## src/rtl/uart_rx_fifo.sv

```systemverilog
// UART receiver (8N1, 16x oversampling) feeding a first-word-fall-through byte FIFO.
// Define UART_RX_PARITY_EN to add one even-parity bit between data and stop.
module uart_rx_fifo #(
  parameter int CLK_HZ     = 80000000,
  parameter int BAUD       = 115200,
  parameter int FIFO_DEPTH = 16
) (
  input  logic                          sys_clk,
  input  logic                          reset,
  input  logic                          rxd,
  output logic [7:0]                    rx_data,
  output logic                          rx_valid,
  input  logic                          rx_ready,
  output logic [$clog2(FIFO_DEPTH):0]   fifo_count,
  output logic                          frame_err,
  output logic                          overrun,
  output logic                          parity_err,
  input  logic                          err_clr
);

  localparam int unsigned DIV_RAW = CLK_HZ / (BAUD * 16);
  localparam int unsigned DIV     = (DIV_RAW < 1) ? 1 : DIV_RAW;
  localparam int unsigned DW      = (DIV > 1) ? $clog2(DIV) : 1;
  localparam int unsigned AW      = $clog2(FIFO_DEPTH);
  localparam int unsigned CW      = AW + 1;

`ifdef UART_RX_PARITY_EN
  typedef enum logic [2:0] {IDLE, START, DATA, PARITY, STOP} state_t;
`else
  typedef enum logic [2:0] {IDLE, START, DATA, STOP} state_t;
`endif

  state_t        state_q, state_d;
  logic [1:0]    sync, sync_ok;
  logic          rxd_s, prev_hi, fall;
  logic [DW-1:0] div_cnt;
  logic          tick, div_clr, tick_clr, shift_en;
  logic [3:0]    tick_cnt;
  logic [2:0]    bit_cnt;
  logic [7:0]    shreg;
  logic          brk_q, brk_d, push_q, push_d, set_fe;
  logic [7:0]    mem [FIFO_DEPTH];
  logic [AW-1:0] wr_ptr, rd_ptr;
  logic          full, pop, accept;

  assign rxd_s = sync[1];
  // A falling edge only counts once the line has been seen genuinely high,
  // which also ignores the tail of a frame cut short by reset.
  assign fall  = prev_hi & ~rxd_s;
  assign tick  = (div_cnt == DW'(DIV - 1));

`ifdef UART_RX_PARITY_EN
  logic par_bad_q, par_bad_d, set_pe;
`endif

  always_comb begin
    state_d  = state_q;
    div_clr  = 1'b0;
    tick_clr = 1'b0;
    shift_en = 1'b0;
    set_fe   = 1'b0;
    push_d   = 1'b0;
    brk_d    = brk_q;
`ifdef UART_RX_PARITY_EN
    set_pe    = 1'b0;
    par_bad_d = par_bad_q;
`endif
    case (state_q)
      IDLE: begin
`ifdef UART_RX_PARITY_EN
        par_bad_d = 1'b0;
`endif
        if (fall) begin
          state_d  = START;
          div_clr  = 1'b1;
          tick_clr = 1'b1;
        end
      end
      START: if (tick && tick_cnt == 4'd7) begin
        state_d  = rxd_s ? IDLE : DATA;
        tick_clr = 1'b1;
      end
      DATA: if (tick && tick_cnt == 4'd15) begin
        shift_en = 1'b1;
`ifdef UART_RX_PARITY_EN
        if (bit_cnt == 3'd7) state_d = PARITY;
`else
        if (bit_cnt == 3'd7) state_d = STOP;
`endif
      end
`ifdef UART_RX_PARITY_EN
      PARITY: if (tick && tick_cnt == 4'd15) begin
        if (rxd_s != ^shreg) begin
          set_pe    = 1'b1;
          par_bad_d = 1'b1;
        end
        state_d = STOP;
      end
`endif
      STOP: begin
        if (brk_q) begin
          if (rxd_s) begin
            brk_d   = 1'b0;
            state_d = IDLE;
          end
        end else if (tick && tick_cnt == 4'd15) begin
          if (!rxd_s) begin
            set_fe = 1'b1;
            brk_d  = 1'b1;
          end else begin
`ifdef UART_RX_PARITY_EN
            push_d = ~par_bad_q;
`else
            push_d = 1'b1;
`endif
            state_d = IDLE;
          end
        end
      end
      default: state_d = IDLE;
    endcase
  end

  always_ff @(posedge sys_clk) begin
    if (reset) begin
      state_q  <= IDLE;
      sync     <= 2'b11;
      sync_ok  <= '0;
      prev_hi  <= 1'b0;
      div_cnt  <= '0;
      tick_cnt <= '0;
      bit_cnt  <= '0;
      shreg    <= '0;
      brk_q    <= 1'b0;
      push_q   <= 1'b0;
`ifdef UART_RX_PARITY_EN
      par_bad_q <= 1'b0;
`endif
    end else begin
      state_q <= state_d;
      sync    <= {sync[0], rxd};
      sync_ok <= {sync_ok[0], 1'b1};
      prev_hi <= sync_ok[1] & rxd_s;
      brk_q   <= brk_d;
      push_q  <= push_d;
`ifdef UART_RX_PARITY_EN
      par_bad_q <= par_bad_d;
`endif
      if (div_clr || tick) div_cnt <= '0;
      else                 div_cnt <= div_cnt + DW'(1);
      if (tick_clr)  tick_cnt <= '0;
      else if (tick) tick_cnt <= tick_cnt + 4'd1;
      if (tick_clr)      bit_cnt <= '0;
      else if (shift_en) bit_cnt <= bit_cnt + 3'd1;
      if (shift_en) shreg <= {rxd_s, shreg[7:1]};
    end
  end

  // FIFO: a pop frees the slot in the same cycle, so push-while-full succeeds with a pop.
  assign rx_valid = (fifo_count != '0);
  assign full     = (fifo_count == CW'(FIFO_DEPTH));
  assign pop      = rx_valid & rx_ready;
  assign accept   = push_q & (~full | pop);
  assign rx_data  = rx_valid ? mem[rd_ptr] : '0;

  always_ff @(posedge sys_clk) begin
    if (accept) mem[wr_ptr] <= shreg;
  end

  always_ff @(posedge sys_clk) begin
    if (reset) begin
      wr_ptr     <= '0;
      rd_ptr     <= '0;
      fifo_count <= '0;
      frame_err  <= 1'b0;
      overrun    <= 1'b0;
    end else begin
      if (accept) wr_ptr <= wr_ptr + AW'(1);
      if (pop)    rd_ptr <= rd_ptr + AW'(1);
      case ({accept, pop})
        2'b10:   fifo_count <= fifo_count + CW'(1);
        2'b01:   fifo_count <= fifo_count - CW'(1);
        default: fifo_count <= fifo_count;
      endcase
      frame_err <= set_fe | (frame_err & ~err_clr);
      overrun   <= (push_q & full & ~pop) | (overrun & ~err_clr);
    end
  end

`ifdef UART_RX_PARITY_EN
  always_ff @(posedge sys_clk) begin
    if (reset) parity_err <= 1'b0;
    else       parity_err <= set_pe | (parity_err & ~err_clr);
  end
`else
  assign parity_err = 1'b0;
`endif

endmodule

```

## config.mk

```make
export PLATFORM = sky130hd
export DESIGN_NAME = uart_rx_fifo
export DESIGN_NICKNAME = d
export VERILOG_FILES = /design/src/rtl/uart_rx_fifo.sv
export SDC_FILE = /design/constraint.sdc
export NUM_CORES = 1
export LEC_CHECK = 0
export ABC_AREA = 1
export ABC_CLOCK_PERIOD_IN_PS = 2500
export CAP_MARGIN = 20
export CORE_MARGIN = 2
export CORE_UTILIZATION = 55
export CTS_BUF_LIST = sky130_fd_sc_hd__clkbuf_16
export DETAILED_ROUTE_END_ITERATION = 10
export HOLD_SLACK_MARGIN = 0.08
export PLACE_DENSITY_LB_ADDON = 0.2
export SLEW_MARGIN = 25
export SYNTH_ARGS = -nofsm -noshare
export SYNTH_HDL_FRONTEND = slang
export SYNTH_SLANG_ARGS = --single-unit
```

## constraint.sdc

```tcl
create_clock -name sys_clk -period 2.5 [get_ports sys_clk]
set_clock_uncertainty 0.15 [all_clocks]
set_input_delay 0.25 -clock sys_clk [delete_from_list [all_inputs] [get_ports sys_clk]]
set_output_delay 0.25 -clock sys_clk [all_outputs]
set_load 0.05 [all_outputs]
```

==> summary.md <==
| Metric | Value |
|---|---|
| Outcome | `finished, violations left` |
| Failing checks | `negative setup slack` |
| Final global-route overflow total | `0` |
| Initial Utilization | `a little under three fifths` |
| Drt wl/cell | `19.5 µm` |
| Worst-path fanout max | `16` |
| Design Power | `0.00867 W` |
| Reg clk slew, reported paths | `0.06 ns` |
| Leading area contributor after synthesis | `edfxtp_1` |
| Max VDD drop | `0.000919 V` |
| H-tree levels | `4` |
| Boundary pin count | `22` |
| Largest net degree at the start of global routing | `65` |
| Clock latency on the worst-skew pair | `0.42 ns` |
| Syn avg cell area | `11.2 µm²` |
| Number of flops mapped to enable cells by yosys | `128` |
| Initial antenna violation count | `0` |
| Slew Limit Fails | `0` |
| Slew margin rel. | `a little over a third` |
| Num CTS Buffers | `17` |
| Clk buf depth | `2` |
| Commonest non-fill, non-tap cell in the layout | `edfxtp_1` |
| Via count | `5,190` |
| Final worst path period share | `100%` |
| P per Cell Area | `1020 mW/mm²` |
| Row cnt | `41` |
| Via/cell ratio | `a little under 6` |
| Required @ worst endpoint | `2.10 ns` |
| GRT Overall Usage | `23.8%` |
| LEAKAGE | `3.03 nW` |
| Routed WL | `17.1 mm` |
| Final #Nets | `711` |
| Setup WS post-layout | `-0.00870 ns` |
| R2r worst-path depth | `11` |
| Crit path kind | `flop to output port` |
| HPWL Detailed | `10.3 mm` |
| Final min period | `2.51 ns` |
| Share of layout cells above drive strength 1 | `16.7%` |
| Core ar. | `0.0128 mm²` |
| Die H | `119 µm` |
| DRC viols | `0` |
| Slew at the pin closest to its max-slew limit | `0.965 ns` |
| Antenna viol nets, final | `0` |
| R2r endpoint | `fifo_count[4]$_SDFFE_PP0P_` |
| Root Buffer | `clkbuf_16` |
| Syn Nets | `667` |
| Final Core Density | `66.8%` |
| Vias in the first global route | `4,861` |
| Worst Setup Start Kind | `flop` |
| Buffers added on ports | `20` |
| RePlAce Congestion | `between 0.8 and 0.9` |
| DP Area | `0.00774 mm²` |
| Initial DRC Count | `584` |
| TritonCTS clock tree | `done` |
| Synth top area share | `52.9%` |
| Seq/Total Area, Yosys | `about 66%` |
| Filler instances | `around 940` |
| Hold Crit Start | `rxd` |
| Cells after Synth | `650` |
| Reg-to-Reg Start | `fifo_count[0]$_SDFFE_PP0P_` |
| Async S/R FF share, synth | `0%` |
| Post-Syn Area | `0.00726 mm²` |
| Maxcap violations | `0` |
| Worst reg-to-reg setup slack | `0.41 ns` |
| Worst setup EP type | `output port` |
| Synth warnings | `0` |
| Die Width | `roughly 120 µm` |
| WP data arrival | `roughly 2.1 ns` |
| Flops & latches, synth | `177` |
| First-pass GRT wire length | `around 25 mm` |
| Worst min path class | `input port to flop` |
| Synth area leaders | `edfxtp_1, dfxtp_1, nor2_1, o21ai_0, o221ai_1` |
| Final instance area | `around 0.0085 mm²` |
| Top_reg_cell synth | `edfxtp_1` |
| First drt pass iteration count | `5` |
| Synth cell types | `38` |
| Hold slack final | `0.243 ns` |
| Area growth from synthesis to layout | `17.5%` |
| CTS Hold Bufs | `0` |
| # diodes | `0` |
| Setup Viol. Count Final | `1` |
| DIE AREA | `about 0.014 mm²` |
| Final Hold Fails | `0` |
| Commonest cells after routing, fill and taps aside | `edfxtp_1, nor2_1, o21ai_0` |
| CTS Sinks | `177` |
| Maximum clock rate | `between 0.3 and 0.4 GHz` |
| Worst Setup EP | `rx_data[1]` |
[power by group]
group / internal (W) / switching, W / total (W) / leakage, nW
Sequential: 0.00319 / 0.000108 / 0.00330 / 1.59
Clock: 0.00146 / 0.00109 / 0.00255 / 0.266
Combinational: 0.000931 / 0.00190 / 0.00283 / 1.18
[registers in the layout, summed over array words and instances (netlist names), named ones only]
register	flops
div_cnt	6
tick_cnt	4
brk_q	1
fifo_count	5
frame_err	1
push_q	1
mem	128
state_q	2
rd_ptr	4
bit_cnt	3
sync	2
shreg	8
wr_ptr	4
sync_ok	2
prev_hi	1
overrun	1
[logic make-up (layout without fill, tap and decap cells)]
group / Yosys count / in the layout / synth area share [%]
AOI/OAI and AO/OA: 149 / 149 / 12.2
xor gates and xnor gates: 4 / 4 / 0.482
DFF: 177 / 177 / 66.4
adders and majority gates: 12 / 12 / 2.07
other: 1 / 1 / 0.0516
buffers and inverters: 78 / 135 / 4.46
and+or+nand+nor: 229 / 229 / 14.3
[routing by layer]
metal | part of all wire [%] | global-route usage, %
met2 | 47 | 36.5
met5 | 0 | 0
met4 | 3.5 | 11.1
met3 | 8.4 | 4.60
met1 | 41 | 33.0
[worst max-delay path, stage by stage, from the launching register on]
cell        delay, ns
dfxtp_4          0.36
clkinvlp_4       0.08
buf_12           0.14
buf_6            0.19
nor2_1           0.09
o221ai_1         0.32
nand3_1          0.13
a21oi_1          0.15
buf_4            0.22
[area by class of cell]
cell class              instances  area [µm²]  area share (%)
clock buffers                  17         425            4.98
well taps                     172         215            2.52
clock inverters                15         145            1.70
repair buffers                 55         562            6.58
flip-flops and latches        177        4830            56.6
inverters                      48         188            2.20
multi-input cells             395        2170            25.4
[stage by stage]
stage / setup slack, ns / setup TNS [ns] / instances
2_1_floorplan: 0.0308 / 0 / 650
3_3_place_gp: 0.315 / 0 / 838
3_5_place_dp: 0.230 / 0 / 838
4_1_cts: 0.0230 / 0 / 870
5_1_grt: -0.114 / -0.150 / 879
6_report: -0.00870 / -0.00870 / 879
[worst min-delay path by stage]
stage / to / slack [ns] / cells after the start
after CTS: sync[0]$_SDFF_PP1_ / 0.24 / 2
after global placement: sync_ok[1]$_SDFF_PP0_ / 0.24 / 2
after floorplan: sync[0]$_SDFF_PP1_ / 0.20 / 1
after global routing: sync[0]$_SDFF_PP1_ / 0.24 / 2
after detailed placement: sync[1]$_SDFF_PP1_ / 0.25 / 1
final: sync[0]$_SDFF_PP1_ / 0.24 / 2
[synth_stat cells (3+ instances only)]
library cell	number
dfxtp_1	49
nor3_2	3
ha_1	12
o21ai_0	76
nor2_1	105
buf_2	8
inv_1	40
o221ai_1	30
nand4_1	7
nand2_1	51
inv_2	6
a21oi_2	3
edfxtp_1	128
a21oi_1	32
nand3_1	38
nand2_2	7
nor3_1	4
nor2_2	3
clkbuf_1	15
nand3_2	4
[what timing repair did]
item / CTS / global route
gates resized for setup: 1 / 22
endpoints found under the setup margin: 3 / 8
gates cloned: 0 / 7
pin swaps: 0 / 3
buffers inserted: 0 / 2
Power figures use the tool's default switching activity.
